==> src/rtl/commit_stage_pkg.sv <==
// Shared types for the in-order commit stage: the ROB commit bundle,
// the commit FSM state encoding and the default exception entry point.
package commit_stage_pkg;

  localparam int ROB_WIDTH = 5;

  localparam logic [31:0] EENTRY_DEFAULT = 32'h1c00_8000;

  typedef struct packed {
    logic        c_valid;
    logic [4:0]  w_areg;
    logic        w_reg;
    logic        w_mem;
    logic [31:0] w_data;
    logic [31:0] pc;
    logic        exception;
    logic        mispredict;
    logic [31:0] redirect_pc;
  } rob_commit_pkg_t;

  typedef enum logic [0:0] {
    RUN   = 1'b0,
    FLUSH = 1'b1
  } commit_state_e;

endpackage

==> src/rtl/commit_stage_slot_check.sv <==
// commit_slot_check: per-slot retire eligibility and ARF-write qualification.
// Ports: en (older slots allow this one), info (ROB entry), sb_ready,
//        ok (slot retires), arf_we (slot writes ARF), st_req (store wants SB).
module commit_slot_check
  import commit_stage_pkg::*;
(
  input  logic            en,
  input  rob_commit_pkg_t info,
  input  logic            sb_ready,
  output logic            ok,
  output logic            arf_we,
  output logic            st_req
);

  logic need_sb;

  // A faulting store never reaches the store buffer, so it does not
  // wait on it either; otherwise it could stall forever.
  assign need_sb = info.w_mem && !info.exception;

  assign st_req = en && info.c_valid && need_sb;

  assign ok = en && info.c_valid && (!need_sb || sb_ready);

  assign arf_we = ok && info.w_reg && !info.exception
                  && (info.w_areg != 5'd0);

endmodule

==> src/rtl/commit_stage.sv <==
// commit_stage: retires up to two oldest ROB entries per cycle, writes the
// ARF, releases stores, and raises flush/redirect on exception/mispredict.
// Ports: clk, rst (async high), commit_info_i[2], commit_req_o[2],
//        arf_we_o/arf_waddr_o/arf_wdata_o, sb_commit_valid_o/_ready_i,
//        flush_o, redirect_valid_o, redirect_pc_o,
//        perf_commit_cnt_o (only with COMMIT_PERF_CNT_EN defined).
module commit_stage
  import commit_stage_pkg::*;
#(
  parameter logic [31:0] EENTRY    = EENTRY_DEFAULT,
  parameter int          ROB_DEPTH = 1 << ROB_WIDTH
)(
  input  logic                  clk,
  input  logic                  rst,
  input  rob_commit_pkg_t [1:0] commit_info_i,
  output logic [1:0]            commit_req_o,
  output logic [1:0]            arf_we_o,
  output logic [1:0][4:0]       arf_waddr_o,
  output logic [1:0][31:0]      arf_wdata_o,
  output logic                  sb_commit_valid_o,
  input  logic                  sb_commit_ready_i,
  output logic                  flush_o,
  output logic                  redirect_valid_o,
  output logic [31:0]           redirect_pc_o
`ifdef COMMIT_PERF_CNT_EN
  ,
  output logic [63:0]           perf_commit_cnt_o
`endif
);

  commit_state_e state_q;

  logic [1:0] en;
  logic [1:0] ok;
  logic [1:0] we;
  logic [1:0] st;

  logic        ev0;
  logic        ev1;
  logic        ev;
  logic [31:0] tgt;

  logic        flush_q;
  logic [31:0] rpc_q;

  rob_commit_pkg_t s0;
  rob_commit_pkg_t s1;

  assign s0 = commit_info_i[0];
  assign s1 = commit_info_i[1];

  // Slot 1 only follows a clean slot 0, and never as a second store.
  always_comb begin
    en[0] = (state_q == RUN);
    en[1] = ok[0] && !s0.exception && !s0.mispredict
            && !(s0.w_mem && s1.w_mem);
  end

  commit_slot_check u_chk0 (
    .en       (en[0]),
    .info     (s0),
    .sb_ready (sb_commit_ready_i),
    .ok       (ok[0]),
    .arf_we   (we[0]),
    .st_req   (st[0])
  );

  commit_slot_check u_chk1 (
    .en       (en[1]),
    .info     (s1),
    .sb_ready (sb_commit_ready_i),
    .ok       (ok[1]),
    .arf_we   (we[1]),
    .st_req   (st[1])
  );

  assign commit_req_o      = ok;
  assign sb_commit_valid_o = st[0] || st[1];

  // Slot 0 events block slot 1, so at most one slot can fire here;
  // exception wins over mispredict inside a slot.
  always_comb begin
    ev0 = ok[0] && (s0.exception || s0.mispredict);
    ev1 = ok[1] && (s1.exception || s1.mispredict);
    ev  = ev0 || ev1;
    tgt = 32'd0;
    if (ev0) begin
      tgt = s0.exception ? EENTRY : s0.redirect_pc;
    end else if (ev1) begin
      tgt = s1.exception ? EENTRY : s1.redirect_pc;
    end
  end

  always_ff @(posedge clk or posedge rst) begin
    if (rst) begin
      state_q <= RUN;
      flush_q <= 1'b0;
      rpc_q   <= 32'd0;
    end else begin
      unique case (state_q)
        RUN: begin
          if (ev) begin
            state_q <= FLUSH;
          end
        end
        FLUSH: begin
          state_q <= RUN;
        end
        default: begin
          state_q <= RUN;
        end
      endcase
      flush_q <= ev;
      rpc_q   <= ev ? tgt : 32'd0;
    end
  end

  assign flush_o          = flush_q;
  assign redirect_valid_o = flush_q;
  assign redirect_pc_o    = rpc_q;

  always_ff @(posedge clk or posedge rst) begin
    if (rst) begin
      arf_we_o    <= 2'b00;
      arf_waddr_o <= '0;
      arf_wdata_o <= '0;
    end else begin
      arf_we_o       <= we;
      arf_waddr_o[0] <= s0.w_areg;
      arf_waddr_o[1] <= s1.w_areg;
      arf_wdata_o[0] <= s0.w_data;
      arf_wdata_o[1] <= s1.w_data;
    end
  end

`ifdef COMMIT_PERF_CNT_EN
  logic [63:0] cnt_q;

  always_ff @(posedge clk or posedge rst) begin
    if (rst) begin
      cnt_q <= 64'd0;
    end else if (state_q == RUN) begin
      cnt_q <= cnt_q + 64'(ok[0]) + 64'(ok[1]);
    end
  end

  assign perf_commit_cnt_o = cnt_q;
`endif

endmodule

==> config.mk <==
export PLATFORM = sky130hd
export DESIGN_NAME = commit_stage
export DESIGN_NICKNAME = d
export VERILOG_FILES = /design/src/rtl/commit_stage_pkg.sv /design/src/rtl/commit_stage_slot_check.sv /design/src/rtl/commit_stage.sv
export SDC_FILE = /design/constraint.sdc
export NUM_CORES = 1
export LEC_CHECK = 0
export CORE_AREA = 2 2 127 129
export DETAILED_ROUTE_END_ITERATION = 8
export DIE_AREA = 0 0 129 131
export MAX_ROUTING_LAYER = met4
export PLACE_DENSITY = 0.65
export SYNTH_ARGS = -nofsm -noshare
export SYNTH_HDL_FRONTEND = slang
export SYNTH_SLANG_ARGS = --single-unit
==> constraint.sdc <==
create_clock -name clk -period 6.4 [get_ports clk]
set_input_delay 0.64 -clock clk [delete_from_list [all_inputs] [get_ports clk]]
set_output_delay 0.64 -clock clk [all_outputs]
set_load 0.01 [all_outputs]
# == Yosys cells after proc, flatten, opt, wreduce, memory -nomap -nowiden ==
# Index checks and enable logic that the tools add are counted.
# totals
reg_bits,110
inputBits,215
out_inout_bits,113
# op_classes
n_mux,7
n_bitwise,1
n_reduce_logical,34
# ops
op,count
$mux 32,5
$logic_and 1x1->1,20
$reduce_bool 5->1,2
$logic_not 1->1,6
$logic_or 1x1->1,6
$pmux 1 s2,1
$mux 1,1
$not 1->1,1

# == Depth between registers and ports, before layout ==
# depth
ltp_word,14
ltp_mapped,6
ltp_nobuf,4

# == Hierarchy ==
# Synthesis repeated with hierarchy kept, for this count alone.
# hier_totals
hier_cells,187
hier_area_um2,3344.5
# by_module_without_submodules
mod,n_inst,cells_per_inst,area_per_inst_um2,seq_area_each_um2
commit_stage,1,169,3234.4,2752.6
commit_slot_check,2,9,55.1,0.0

# == Worst setup path before layout ==
# No wires, ideal clock.
# synth_timing
path_kind,input-to-output
start,in commit_info_i[33] (netlist bit)
end,out commit_req_o[1]
arrival_time_ns,1.521
required_time_ns,5.760
path_slack_ns,4.239
path_stages,6
cell_sequence,clkbuf_1 nor3b_2 nand2_1 buf_2 nor2_1 buf_4
# synth_between
elab_chain_cells,10
# synth_lines
item,line_no,rtl
start: declaration,commit_stage.sv:15,"input rob_commit_pkg_t [1:0] commit_info_i,"
$logic_not 1->1 (*),"commit_stage_slot_check.sv:19, commit_stage.sv:55",
$logic_and 1x1->1,commit_stage_slot_check.sv:19,assign need_sb = info.w_mem && !info.exception;
$logic_not 1->1,commit_stage_slot_check.sv:23,assign ok = en && info.c_valid && (!need_sb || sb_ready);
$logic_or 1x1->1,commit_stage_slot_check.sv:23,
$logic_and 1x1->1,commit_stage_slot_check.sv:23,
$logic_and 1x1->1 (*) (2 in a row),commit_stage.sv:55,en[1] = ok[0] && !s0.exception && !s0.mispredict
$logic_and 1x1->1 (*),commit_stage.sv:56,&& !(s0.w_mem && s1.w_mem);
$logic_and 1x1->1 (*) (2 in a row),commit_stage_slot_check.sv:23,
end: declaration,commit_stage.sv:16,"output logic [1:0] commit_req_o,"
# Mark *: on every way between the ends. The rest lies on a longest branch, timed or not.

# == Final worst setup path ==
# layout_timing
start,in commit_info_i[32] (netlist bit)
end,out commit_req_o[1]
# layout_between
elab_chain_cells,5
# layout_lines
item,line_no
$logic_not 1->1,commit_stage.sv:55
$logic_and 1x1->1,commit_stage.sv:55
$logic_and 1x1->1,commit_stage.sv:56
$logic_and 1x1->1 (2 in a row),commit_stage_slot_check.sv:23
# Every way passes these cells.

==> run_results.csv <==
group,metric,value,unit
clocking,cts.htree.levels,3,
yosys,netlist_instances,259,
worst_setup_path,rrSetupSlack,5.01,ns
route,via_per_inst,4.15,
worst_setup_path,crit_type,"in2out",
clocking,clock_sinks,110,
global_route,grt_max_degree,66,
clocking,worstSkewPairLatency,0.34,ns
worst_setup_path,end_kind,"output port",
route,wl_per_cell,15.2,microns
worst_setup_path,cp-startpoint,"commit_info_i[32]",
sta,skew,0.00335,ns
yosys,synth_common_cells,"110 x dfrtp_1, 29 x nand2_1, 20 x a21oi_2, 20 x o211ai_2, 17 x a21oi_1",
yosys,synth_top_flop_cell,"dfrtp_1",
floorplan,core-area,15600,sq um
yosys,synth_cell_types,32,
layout,drive_above_1_share,0.126,
clocking,cts-resized-gates,0,
power,power,1.53,mW
floorplan,num_rows,46,
global_route,grt_usage,0.134,
global_route,grt_pass1_vias,3208,
yosys,synth.avg_cell_area,14.8,sq um
clocking,cts_setup_buffers,0,
yosys,syn-num-nets,474,
worst_setup_path,cp.depth,6,
power,power_density,221,nW/um^2
worst_setup_path,worstPathRequired,5.76,ns
sta,whs,0.712,ns
worst_setup_path,crit_path_end,"commit_req_o[1]",
sta,final.setup.tns,0,ns
global_route,antenna_found_initial,0,
floorplan,die_height,131,microns
clocking,cts_hold_buf,0,
sta,finalSetupViolations,0,
yosys,synth_top_area_cell,"dfrtp_1",
sta,grt_setup_unrepaired,"false",
power,ir_worst_vdd,0.109,mV
yosys,ys_ff_latch,110,
sta,period_needed,3.11,ns
clocking,cts_tree,"done",
sta,slew_headroom,0.347,
yosys,synth-edff-count,0,
placement,place_hpwl,8.56,mm
worst_setup_path,cpMaxStageDelayCell,"clkdlybuf4s50_1",
placement,portBuffers,263,
route,drc,0,
power,p_leak,2.78,nW
layout,syn2layout_area_growth,80.3,%
worst_setup_path,critPathTopFamily,"buffers and inverters",
floorplan,io_pins,328,
clocking,cts_buffers,9,
status,outcome,"finished clean",
worst_setup_path,cp_common_cell,"clkdlybuf4s50_1",
route,drt_iter0_markers,91,
sta,max_freq,321,MHz
clocking,root_buffer,"clkbuf_16",
clocking,clkTransAtPathRegs,0.08,ns
worst_setup_path,reg2regPathDepth,4,
placement,finalWeightedCongestion,0.801,
layout,antennaDiodeCount,0,
sta,worstMarginPinSlew,0.978,ns
route,dr.pass1.iters,4,
global_route,overflow,0,
worst_setup_path,start_kind,"primary input",
layout,nNetsFinal,732,
worst_setup_path,cp_max_fo,36,
global_route,grt_pass1_wl,16.7,mm
yosys,syn_area,3830,sq um
worst_setup_path,crit_buf_inv,3,
worst_setup_path,path_cells,"clkdlybuf4s50_1 -> buf_4 -> nor2b_1 -> a21bo_2 -> nor2_1 -> clkdlybuf4s50_1",
layout,finalCoreUtilization,0.443,
floorplan,initial_core_util,0.246,
sta,finalHoldViolCount,0,
layout,stdcell_count,738,
worst_setup_path,r2r_end,"arf_we_o[1]$_DFF_PP0_",
yosys,synth.area.top_cells,"dfrtp_1 72%, o211ai_2 6.5%, a21oi_2 4.6%",
route,drt-total-wl,11.2,mm
route,num_vias,3066,
sta,fin_crit_sh,0.486,
worst_setup_path,critical_path.max_stage_delay,0.58,ns
yosys,yosysMostFrequentCell,"dfrtp_1",
clocking,clockBufferDepth,2,
floorplan,fp.dieW,129,microns
worst_hold_path,hold_path_class,"in2async",
placement,dp.cells,722,
yosys,synth_warnings,0,
yosys,yosysSeqAreaShare,0.718,
sta,slew_violations,0,
floorplan,dieArea,16900,sq um
yosys,synth_top_area_share,0.718,
worst_setup_path,timing.rr.start,"state_q$_DFF_PP0_",
run,maxCapViolCount,0,
route,ant_nets,0,
yosys,async_flop_share,1.00,
worst_setup_path,cp.arrival,2.47,ns
==> worst min path at each step <==
| stage | slack [ns] | from | endpoint |
|---|---|---|---|
| final | 0.71 | rst | arf_wdata_o[5]$_DFF_PP0_ |
| after global routing | 0.70 | commit_info_i[80] | arf_wdata_o[14]$_DFF_PP0_ |
| after CTS | 0.70 | commit_info_i[80] | arf_wdata_o[14]$_DFF_PP0_ |
| after global placement | 0.73 | state_q$_DFF_PP0_ | redirect_pc_o[26]$_DFF_PP0_ |
| after detailed placement | 0.72 | state_q$_DFF_PP0_ | redirect_pc_o[27]$_DFF_PP0_ |
| after floorplan | 0.57 | state_q$_DFF_PP0_ | arf_we_o[1]$_DFF_PP0_ |
==> sequential cells by signal, summed over array words and instances (netlist names) <==
name	flops
arf_wdata_o	64
redirect_pc_o	32
arf_waddr_o	10
arf_we_o	2
flush_o	1
state_q	1
==> worst register-to-register path, cell delays in order (launching register included) <==
cell     delay [ns]
dfrtp_1        0.40
nor3b_2        0.20
nand2_1        0.10
buf_4          0.27
nor4_1         0.32
==> stage by stage <==
stage          setup WS [ns]  area [sq um]
5_1_grt                 3.18          6910
3_5_place_dp            3.29          6610
6_report                3.29          6910
3_3_place_gp            3.31          6610
4_1_cts                 3.28          6910
2_1_floorplan           2.86          3830
==> cell usage in the layout (no fill, tap or decap) <==
cell type | netlist | layout
nor3b_1 | 1 | 1
inv_8 | 0 | 1
nor2b_4 | 0 | 1
a21oi_2 | 20 | 20
inv_4 | 0 | 1
clkdlybuf4s50_1 | 0 | 263
o211ai_2 | 20 | 20
buf_4 | 4 | 5
clkbuf_8 | 2 | 1
inv_6 | 0 | 3
or4_1 | 2 | 2
nand2b_1 | 1 | 1
and2_0 | 4 | 4
a211oi_1 | 4 | 4
clkinvlp_4 | 0 | 1
dfrtp_1 | 110 | 110
o21ai_0 | 2 | 2
inv_1 | 2 | 1
nor2b_1 | 2 | 2
nor2_1 | 4 | 4
o21a_1 | 1 | 1
o21bai_1 | 1 | 1
nand3b_1 | 1 | 1
a21oi_1 | 17 | 17
o31a_1 | 2 | 2
clkinv_8 | 0 | 1
clkbuf_16 | 0 | 9
nor3b_2 | 1 | 1
and4bb_1 | 1 | 1
o21ai_1 | 1 | 1
a21bo_2 | 1 | 1
inv_2 | 1 | 1
nor4_1 | 1 | 1
nand2_1 | 29 | 29
o211ai_1 | 8 | 8
==> power by group <==
group	switching, mW	internal (mW)	total (mW)	leakage, nW
Combinational	0.0903	0.147	0.237	1.28
Sequential	0.00880	0.725	0.734	1.36
Clock	0.272	0.286	0.558	0.145
==> layout make-up <==
class | instances | area (sq um)
Fill cell | 1463 | 8690
Clock buffer | 10 | 239
Tap cell | 216 | 270
Clock inverter | 6 | 61.3
Timing Repair Buffer | 268 | 2670
Multi-Input combinational cell | 125 | 901
Sequential cell | 110 | 2750
Inverter | 3 | 13.8
==> routing by layer <==
metal | wire length (microns) | global-route usage
met5 | 0 | -
met4 | 329 | 0.0652
met3 | 1010 | 0.0399
met2 | 5570 | 0.224
met1 | 4330 | 0.146
==> logic make-up after synthesis <==
family,Yosys count,synth area share
buf+inv,24,0.0477
compound gates,77,0.172
simple gates,48,0.0620
flops,110,0.718
Power figures use the tool's default switching activity.
